`src/rtl/updown_counter_sequencer.sv`:
```
// Step/direction sequencer for the 2-bit up/down counter: conditions raw buttons and switches and
// issues single-cycle step enables in manual, free-run or N-step burst mode.
module updown_counter_sequencer #(
  parameter int unsigned DEBOUNCE_CYCLES = 1_000_000,
  parameter int unsigned TICK_CYCLES     = 50_000_000
) (
  input  logic       cp,
  input  logic       rst_n,
  input  logic       btn_step,
  input  logic       btn_run,
  input  logic       sw_dir,
  input  logic [1:0] sw_mode,
  input  logic [3:0] sw_count,
  output logic       step_en,
  output logic       dir,
  output logic       busy,
  output logic       done,
  output logic [1:0] state,
  output logic [3:0] remaining
);

  localparam int unsigned DB_W = (DEBOUNCE_CYCLES > 1) ? $clog2(DEBOUNCE_CYCLES) : 1;
  localparam int unsigned TK_W = (TICK_CYCLES > 1) ? $clog2(TICK_CYCLES) : 1;
  localparam int unsigned IN_W = 9;
  localparam int unsigned N_BTN = 2;
  localparam int unsigned BTN_STEP = 0;
  localparam int unsigned BTN_RUN  = 1;

  localparam logic [1:0] MODE_MANUAL = 2'b00;
  localparam logic [1:0] MODE_RUN    = 2'b01;
  localparam logic [1:0] MODE_BURST  = 2'b10;
  localparam logic [1:0] MODE_HOLD   = 2'b11;

  typedef enum logic [1:0] {
    S_IDLE  = 2'b00,
    S_RUN   = 2'b01,
    S_BURST = 2'b10
  } state_e;

  // Input synchroniser chain: {sw_count, sw_mode, sw_dir, btn_run, btn_step}
  logic [IN_W-1:0] in_meta_q, in_meta_d;
  logic [IN_W-1:0] in_sync_q, in_sync_d;

  logic [DB_W-1:0]  db_cnt_q [N_BTN];
  logic [DB_W-1:0]  db_cnt_d [N_BTN];
  logic [N_BTN-1:0] deb_q, deb_d;
  logic [N_BTN-1:0] deb_prev_q, deb_prev_d;

  logic [TK_W-1:0] tick_cnt_q, tick_cnt_d;

  state_e     state_q, state_d;
  logic       step_en_q, step_en_d;
  logic       dir_q, dir_d;
  logic       busy_q, busy_d;
  logic       done_q, done_d;
  logic [3:0] remaining_q, remaining_d;

  logic [N_BTN-1:0] btn_sync;
  logic [N_BTN-1:0] press;
  logic             sw_dir_s;
  logic [1:0]       sw_mode_s;
  logic [3:0]       sw_count_s;
  logic             tick;

  // Synchronisers and per-button debounce with rising-edge press detect
  always_comb begin
    in_meta_d  = {sw_count, sw_mode, sw_dir, btn_run, btn_step};
    in_sync_d  = in_meta_q;
    btn_sync   = in_sync_q[1:0];
    sw_dir_s   = in_sync_q[2];
    sw_mode_s  = in_sync_q[4:3];
    sw_count_s = in_sync_q[8:5];

    deb_d      = deb_q;
    deb_prev_d = deb_q;
    for (int i = 0; i < N_BTN; i++) begin
      db_cnt_d[i] = '0;
      if (btn_sync[i] != deb_q[i]) begin
        if (db_cnt_q[i] == DB_W'(DEBOUNCE_CYCLES - 1)) begin
          deb_d[i] = btn_sync[i];
        end else begin
          db_cnt_d[i] = db_cnt_q[i] + DB_W'(1);
        end
      end
    end
    press = deb_q & ~deb_prev_q;
  end

  // Step-rate divider; parked at zero while idle so the first step lands a full period in
  always_comb begin
    tick = (tick_cnt_q == TK_W'(TICK_CYCLES - 1));
    if (state_q == S_IDLE || tick) begin
      tick_cnt_d = '0;
    end else begin
      tick_cnt_d = tick_cnt_q + TK_W'(1);
    end
  end

  // Mode sequencer next-state and registered-output values
  always_comb begin
    state_d     = state_q;
    step_en_d   = 1'b0;
    done_d      = 1'b0;
    dir_d       = dir_q;
    remaining_d = remaining_q;

    case (state_q)
      S_IDLE: begin
        remaining_d = 4'd0;
        case (sw_mode_s)
          MODE_MANUAL: begin
            if (press[BTN_STEP]) begin
              step_en_d = 1'b1;
              dir_d     = sw_dir_s;
            end
          end
          MODE_RUN: begin
            if (press[BTN_RUN]) state_d = S_RUN;
          end
          MODE_BURST: begin
            if (press[BTN_RUN] && sw_count_s != 4'd0) begin
              state_d     = S_BURST;
              remaining_d = sw_count_s;
              dir_d       = sw_dir_s;
            end
          end
          default: ;
        endcase
      end

      S_RUN: begin
        if (sw_mode_s != MODE_RUN || press[BTN_RUN]) begin
          state_d = S_IDLE;
        end else if (tick) begin
          step_en_d = 1'b1;
          dir_d     = sw_dir_s;
        end
      end

      S_BURST: begin
        // Abort wins over a coincident tick
        if (sw_mode_s == MODE_HOLD || press[BTN_RUN]) begin
          state_d     = S_IDLE;
          remaining_d = 4'd0;
        end else if (remaining_q == 4'd0) begin
          state_d = S_IDLE;
        end else if (tick) begin
          step_en_d   = 1'b1;
          remaining_d = remaining_q - 4'd1;
          if (remaining_q == 4'd1) begin
            state_d = S_IDLE;
            done_d  = 1'b1;
          end
        end
      end

      default: begin
        state_d     = S_IDLE;
        remaining_d = 4'd0;
      end
    endcase

    busy_d = (state_d != S_IDLE);
  end

  always_ff @(posedge cp) begin
    if (!rst_n) begin
      in_meta_q   <= '0;
      in_sync_q   <= '0;
      for (int i = 0; i < N_BTN; i++) db_cnt_q[i] <= '0;
      deb_q       <= '0;
      deb_prev_q  <= '0;
      tick_cnt_q  <= '0;
      state_q     <= S_IDLE;
      step_en_q   <= 1'b0;
      dir_q       <= 1'b0;
      busy_q      <= 1'b0;
      done_q      <= 1'b0;
      remaining_q <= 4'd0;
    end else begin
      in_meta_q   <= in_meta_d;
      in_sync_q   <= in_sync_d;
      for (int i = 0; i < N_BTN; i++) db_cnt_q[i] <= db_cnt_d[i];
      deb_q       <= deb_d;
      deb_prev_q  <= deb_prev_d;
      tick_cnt_q  <= tick_cnt_d;
      state_q     <= state_d;
      step_en_q   <= step_en_d;
      dir_q       <= dir_d;
      busy_q      <= busy_d;
      done_q      <= done_d;
      remaining_q <= remaining_d;
    end
  end

  assign step_en   = step_en_q;
  assign dir       = dir_q;
  assign busy      = busy_q;
  assign done      = done_q;
  assign state     = state_q;
  assign remaining = remaining_q;

endmodule

```
`config.mk`:
```
export PLATFORM = sky130hd
export DESIGN_NAME = updown_counter_sequencer
export DESIGN_NICKNAME = d
export VERILOG_FILES = /design/src/rtl/updown_counter_sequencer.sv
export SDC_FILE = /design/constraint.sdc
export NUM_CORES = 1
export LEC_CHECK = 0
export CORE_MARGIN = 3
export CORE_UTILIZATION = 54
export DETAILED_ROUTE_END_ITERATION = 8
export PLACE_DENSITY_LB_ADDON = 0.3
export SLEW_MARGIN = 20
export SYNTH_ARGS = -nofsm -noshare
export SYNTH_HDL_FRONTEND = slang
export SYNTH_SLANG_ARGS = --single-unit
```
`constraint.sdc`:
```
create_clock -name cp -period 1.85 [get_ports cp]
set_clock_uncertainty 0.1 [all_clocks]
set_input_delay 0.37 -clock cp [delete_from_list [all_inputs] [get_ports cp]]
set_output_delay 0.37 -clock cp [all_outputs]
set_load 0.02 [all_outputs]
```
==> summary.md, run 1 <==
| Metric | Value |
|---|---|
| Status | `finished with violations` |
| Failing checks | `setup timing` |
| I/O pin cnt | `21` |
| Flop pwr share | `59.5%` |
| Combinational Power Share | `about 2.7%` |
| Final net count | `between 500 and 600` |
| Lkg Pwr | `approximately 1.9 nW` |
| Routability Congestion | `about 0.86` |
| Clock sink count | `98` |
| Clock network fraction of total power | `between 30% and 40%` |
| Initial Util | `a little under three fifths` |
| CTS tree | `built` |
| Num CTS Buffers | `9` |
| EDFF count, synth | `0` |
| Final worst slack | `-12.0 ps` |
| Int Power | `2.81 mW` |
| Synth Instances | `~480` |
| Bufs and invs on worst path | `1` |
| Vias in the first global route | `between 3,000 and 4,000` |
| Mean area per synthesized cell | `roughly 8.9 µm²` |
| YS warnings | `0` |
| Count of cell types in the netlist | `44` |
| CP top delay family | `simple AND/OR/NAND/NOR gates` |
| Vias | `roughly 3,500` |
| Dpl cells | `635` |
| Slowest cell on crit path | `nor4_1` |
| Crit path max fanout | `5` |
| Setup CP Type | `flip-flop to flip-flop` |
| Net switching power | `just under 800 µW` |
| Fin crit share | `101%` |
| Tot Pwr | `3.59 mW` |
| P&R area growth vs syn | `26.9%` |
| Diodes inserted | `0` |
| DR DRC count | `0` |
| Initial drt markers | `roughly 110` |
| Routed Antenna Nets | `0` |
| Die Footprint | `about 8900 µm²` |
| Rows | `31` |
| First drt pass iteration count | `4` |
| Primary FF master, synth | `dfxtp_1` |
| Unrepaired setup endpoints after global routing | `yes` |
| Largest net degree at the start of global routing | `21` |
| Post-Route WL | `9.10 mm` |
| WHS | `~340 ps` |
| CP Data Required Time | `2000 ps` |
| Max Freq | `approximately 540 MHz` |
| Fin. Hold Viols | `0` |
| Max IR drop VDD | `between 600 and 700 µV` |
| Setup Viol. Count Final | `1` |
| Placed inst area | `between 4000 and 5000 µm²` |
| Clock transition at the registers of the reported paths | `roughly 90 ps` |
| Routed vias/inst | `5.38` |
| Layout cells sized above 1 | `21.0%` |
| Post-synthesis sequential area ratio | `46.3%` |
| Crit-path cells | `nor4_1, nor3_1, buf_4, a22o_1, o31a_1` |
| Pwr dens | `roughly 670 nW/µm²` |
| Maxcap violations | `0` |
| Final Non-Filler Cells | `between 600 and 700` |
| Global-route wire length before repair | `approximately 15 mm` |
| Overall Global Routing Usage | `a little over a fifth` |
| WP data arrival | `2010 ps` |
| Worst skew pair latency | `about 350 ps` |
| Most frequent cells in the layout | `dfxtp_1, nor2_1, buf_4` |
| PortBufs | `20` |
| Clock Tree Buf Depth | `2` |
| Design area | `5380 µm²` |
| Slowest stage delay, CP | `around 530 ps` |
| Commonest non-fill, non-tap cell in the layout | `dfxtp_1` |
| Setup_tns | `-12.0 ps` |
| Switching part of the total | `21.5%` |
| FFs w/ async S/R, synth | `0%` |
| Htree depth | `3` |
| Hold WC Path Type | `flip-flop to flip-flop` |
| Core region area | `roughly 7400 µm²` |
| Crit end category | `flip-flop` |
| Total grt overflow | `0` |
| Final core occ | `72.2%` |
| Worst slew pin tran | `about 560 ps` |
| Synth Cell Area | `about 4200 µm²` |
| Hpwl dp | `5.83 mm` |
| CP startpoint kind | `flip-flop` |
| Seq cells post-synth | `98` |
| Fin crit period | `between 1500 and 2000 ps` |
| Syn Nets | `between 400 and 500` |
| Worst relative slew slack | `62.5%` |
| Routed WL per cell | `about 14 µm` |
| Final Max Slew Viols | `0` |
| Die height | `approximately 95 µm` |
| Initial antenna violation count | `0` |
| Root buffer cell | `clkbuf_8` |
| DIE WIDTH | `around 95 µm` |
| Dpl ws | `-191 ps` |
[sequential cells by signal, summed over array words and instances, names as in the netlist]
name / flops
db_cnt_q: 40
tick_cnt_q: 26
in_meta_q: 9
in_sync_q: 9
remaining: 4
deb_prev_d: 2
deb_prev_q: 2
state: 2
busy: 1
dir: 1
done: 1
step_en: 1
[routing by layer]
metal	track usage [%]	vias to the layer above	routed length [µm]
li1	-	1766	-
met2	35.0	87	4550
met3	4.70	11	389
met5	0	-	0
met1	27.5	1671	4070
met4	6.49	0	85
[synth_stat cells, types with 8 or more instances]
master / instances / area, µm²
nor4_1: 11 / 68.8
dfxtp_1: 98 / 1960
and2_1: 26 / 163
o21ai_0: 8 / 40.0
nand2_1: 36 / 135
a21oi_1: 9 / 45.0
ha_1: 10 / 125
nor3_1: 15 / 75.1
nor2_1: 80 / 300
xnor2_1: 30 / 263
inv_1: 16 / 60.1
and3_1: 9 / 56.3
nand4_1: 14 / 87.6
nand3_1: 30 / 150
xor2_1: 30 / 263
[worst reg2reg max path, cell delays in order (launching register included)]
cell and delay, ps:
dfxtp_1 330, nor4_1 530, nor3_1 110, buf_4 180, a22o_1 230, o31a_1 290
[repair_timing]
action,in CTS,in global routing
hold buffers,0,0
hold endpoints to repair,0,0
resized for setup,19,35
endpoints found under the setup margin,62,61
gates cloned,3,0
pin swaps,6,12
buffers inserted,1,2
[final cells by class]
| class | instances | area [µm²] |
|---|---|---|
| timing repair buffer | 73 | 619 |
| clock buffer | 11 | 131 |
| fill | 543 | 2070 |
| sequential | 98 | 1970 |
| multi-input combinational | 355 | 2410 |
| clock inverter | 5 | 62.6 |
| inverter | 16 | 60.1 |
| tap | 99 | 124 |
[power by group through the flow]
stage | combinational [mW] | clock [mW] | sequential [mW]
2_1_floorplan | 0.0454 | 0 | 2.18
3_3_place_gp | 0.0855 | 0 | 2.18
3_5_place_dp | 0.0878 | 0 | 2.19
4_1_cts | 0.0905 | 1.39 | 2.14
5_1_grt | 0.105 | 1.50 | 2.14
6_report | 0.0953 | 1.36 | 2.14
[logic make-up (layout without fill, tap and decap cells)]
family          count (synthesis)  in the layout  synth area share, %
compound gates                 28             28                 3.99
xor+xnor                       60             60                 12.4
fa+ha+maj                      10             10                 2.95
buf+inv                        27            105                 3.04
flops                          98             98                 46.3
mux                             4              4                0.974
simple gates                  250            253                 30.4
[path summary, 6_finish.rpt]
kind                                                   to               startpoint  cells past startpoint  slack [ps]
worst max-delay path            remaining[0]$_SDFFE_PN0P_  in_sync_q[5]$_SDFF_PN0_                      5         -10
worst min-delay path              in_sync_q[6]$_SDFF_PN0_  in_meta_q[6]$_SDFF_PN0_                      1         340
worst max register to register  remaining[0]$_SDFFE_PN0P_  in_sync_q[5]$_SDFF_PN0_                      5         -10
worst min register to register    in_sync_q[6]$_SDFF_PN0_  in_meta_q[6]$_SDFF_PN0_                      1         340
Power figures use the tool's default switching activity.
==> inputs of run 2 (changes only) <==
--- a/config.mk
+++ b/config.mk
@@ -5,8 +5,9 @@
 export SDC_FILE = /design/constraint.sdc
 export NUM_CORES = 1
 export LEC_CHECK = 0
+export ABC_CLOCK_PERIOD_IN_PS = 1850
 export CORE_MARGIN = 3
-export CORE_UTILIZATION = 54
+export CORE_UTILIZATION = 35
 export DETAILED_ROUTE_END_ITERATION = 8
 export PLACE_DENSITY_LB_ADDON = 0.3
 export SLEW_MARGIN = 20
==> run 2 against run 1 <==
The flow now finishes without violations. Largest cell class unchanged. Via count decreased by 3.1%. Non-clock buffer count grew 6. Wire length shrank 4.1%. Highest routed layer unchanged. Combinational power shrank 7.8%. Cell area grew 2.8%. Sequential power barely moved.
==> summary.md, run 2 (same netlist as run 1, synthesis figures left out) <==
| Metric | Value |
|---|---|
| Global-route wire length before repair | `14.7 mm (-3.8%)` |
| Crit path max fanout | `8 (+3)` |
| Final net count | `578 (+0.70%)` |
| Vias in the first global route | `3,212 (-4.6%)` |
| Fin. Hold Viols | `0 (unchanged)` |
| Post-Route WL | `8.73 mm (-4.1%)` |
| Overall Global Routing Usage | `13.7% (-7.4 points)` |
| Most frequent cells in the layout | `dfxtp_1, nor2_1, buf_4` |
| Crit-path cells | `nor4b_2, nand3_1, or3_4, a31o_4, o2bb2ai_2` |
| Htree depth | `3 (unchanged)` |
| P&R area growth vs syn | `30.4%` |
| Hpwl dp | `5.97 mm (+2.4%)` |
| Hold WC Path Type | `flip-flop to flip-flop` |
| Setup Viol. Count Final | `0 (-1)` |
| I/O pin cnt | `21 (unchanged)` |
| Most flops, register | `db_cnt_q` |
| Clock transition at the registers of the reported paths | `70 ps (-20 ps)` |
| Int Power | `3.49 mW (+24%)` |
| Status | `finished, final reports clean` |
| Final worst slack | `17.6 ps (+29.6 ps)` |
| Pwr dens | `778 nW/µm² (+17%)` |
| Largest regs | `db_cnt_q (40), tick_cnt_q (26)` |
| Routed WL per cell | `12.4 µm (-11%)` |
| Clock network fraction of total power | `48.3% (+11 points)` |
| CTS tree | `built` |
| PortBufs | `20 (unchanged)` |
| Maxcap violations | `0 (unchanged)` |
| Worst relative slew slack | `76.4% (+14 points)` |
| Flop pwr share | `49.7% (-9.8 points)` |
| Largest net degree at the start of global routing | `36 (+71%)` |
| Net switching power | `813 µW (+5.2%)` |
| DIE WIDTH | `116 µm (+23%)` |
| Worst slew pin tran | `350 ps (-207 ps)` |
| Final Max Slew Viols | `0 (unchanged)` |
| Num CTS Buffers | `9 (unchanged)` |
| Slowest stage delay, CP | `500 ps (-30 ps)` |
| Core region area | `11,600 µm² (+56%)` |
| Clock Tree Buf Depth | `2 (unchanged)` |
| Rows | `39 (+26%)` |
| CP startpoint kind | `flip-flop` |
| Lkg Pwr | `1.96 nW (+2.6%)` |
| Routed vias/inst | `4.86 (-9.7%)` |
| Initial antenna violation count | `0 (unchanged)` |
| Die height | `116 µm (+23%)` |
| Slowest cell on crit path | `or3_4` |
| Commonest non-fill, non-tap cell in the layout | `dfxtp_1` |
| Max Freq | `546 MHz (+1.6%)` |
| Layout cells sized above 1 | `21.0% (+0.029 points)` |
| Die Footprint | `13,500 µm² (+50%)` |
| Post-CTS Hold Fix Bufs | `0 (unchanged)` |
| Vias | `3,426 (-3.1%)` |
| Setup_tns | `0 ps (+12.0 ps)` |
| Max FFs per register | `40 (unchanged)` |
| Diodes inserted | `0 (unchanged)` |
| WP data arrival | `1960 ps (-50 ps)` |
| Unrepaired setup endpoints after global routing | `yes` |
| Initial drt markers | `119 (+4.4%)` |
| Total grt overflow | `0 (unchanged)` |
| Root buffer cell | `clkbuf_16` |
| GRT met1 Usage | `17.5% (-10 points)` |
| Routability Congestion | `0.783 (-8.8%)` |
| Switching part of the total | `18.9% (-2.7 points)` |
| Worst skew pair latency | `340 ps (about the same)` |
| GR Layer Usage met2 | `22.4% (-13 points)` |
| Setup CP Type | `flip-flop to flip-flop` |
| Fin crit share | `99.0% (-1.6 points)` |
| DR DRC count | `0 (unchanged)` |
| Dpl ws | `-93.1 ps (+98.1 ps)` |
| Combinational Power Share | `2.0% (-0.7 points)` |
| Met3 GRT Util | `3.66% (-1.0 points)` |
| Fin crit period | `1830 ps (-29.6 ps)` |
| Clock sink count | `98 (unchanged)` |
| CP Data Required Time | `1980 ps (-20 ps)` |
| Routed Antenna Nets | `0 (unchanged)` |
| First drt pass iteration count | `4 (unchanged)` |
| Crit end category | `flip-flop` |
| Busiest layer in global routing | `met2` |
| Initial Util | `36.5% (-20 points)` |
| Max IR drop VDD | `530 µV (-16%)` |
-- run 2: changes by cell type in the layout (fill, tap and decap cells not counted), moves of 3 or more --
cell and change:
clkinv_2 +3, nor2_1 -3, nor2_2 +3, clkbuf_16 +9
nor4_1 +3, nor3_1 +3, clkbuf_8 -9, nor3_2 -4
buf_4 +6
-- run 2: timing repair --
item,4_1_cts,5_1_grt
resized for setup,15,30
setup buffers,1,2
cloned,1,0
pin swaps,4,12
setup endpoints to repair,57,51
-- run 2: per-stage QoR --
step	area [µm²]	power (mW)	hold WS, ps	instances	utilization (%)
after floorplan	4250	2.23	312	477	-
after global placement	5000	2.27	317	685	43.1
after detailed placement	5000	2.27	318	685	43.1
after CTS	5390	4.36	333	703	46.4
after global routing	5530	4.46	349	705	47.6
final	5530	4.30	328	705	47.6
-- run 2: worst paths after layout --
kind                                    end  cells after the start                       from  slack, ps
setup / recovery  remaining[2]$_SDFFE_PN0P_                      5  tick_cnt_q[24]$_SDFF_PP0_         20
hold / removal      in_sync_q[3]$_SDFF_PN0_                      1    in_meta_q[3]$_SDFF_PN0_        330
setup reg to reg  remaining[2]$_SDFFE_PN0P_                      5  tick_cnt_q[24]$_SDFF_PP0_         20
hold reg to reg     in_sync_q[3]$_SDFF_PN0_                      1    in_meta_q[3]$_SDFF_PN0_        330
-- run 2: layer usage --
| metal | share of wire [%] | vias to the layer above |
|---|---|---|
| li1 | - | 1776 |
| met1 | 49 | 1586 |
| met2 | 46 | 53 |
| met3 | 3.3 | 11 |
| met4 | 1.4 | 0 |
| met5 | 0 | - |
-- run 2: worst max-delay path, delay by kind of cell (launching register included) --
kind / cells / cell delay [ps]
AND/OR/NAND/NOR: 3 / 910
AO/OA/AOI/OAI: 2 / 370
flip-flops: 1 / 330
-- run 2: power by group through the flow --
stage | logic (mW) | clock network, mW | registers, mW
CTS | 0.0862 | 2.14 | 2.14
finish | 0.0879 | 2.08 | 2.14
global route | 0.0971 | 2.23 | 2.14
detailed placement | 0.0838 | 0 | 2.18
floorplan | 0.0454 | 0 | 2.18
global placement | 0.0833 | 0 | 2.18
-- run 2: cell type report --
cell class                 count  area [µm²]
clock buffer                  10         229
fill                        1115        6090
tap                          143         179
multi-input combinational    353        2320
sequential                    98        1970
clock inverter                 6         105
timing repair buffer          79         664
inverter                      16        60.1
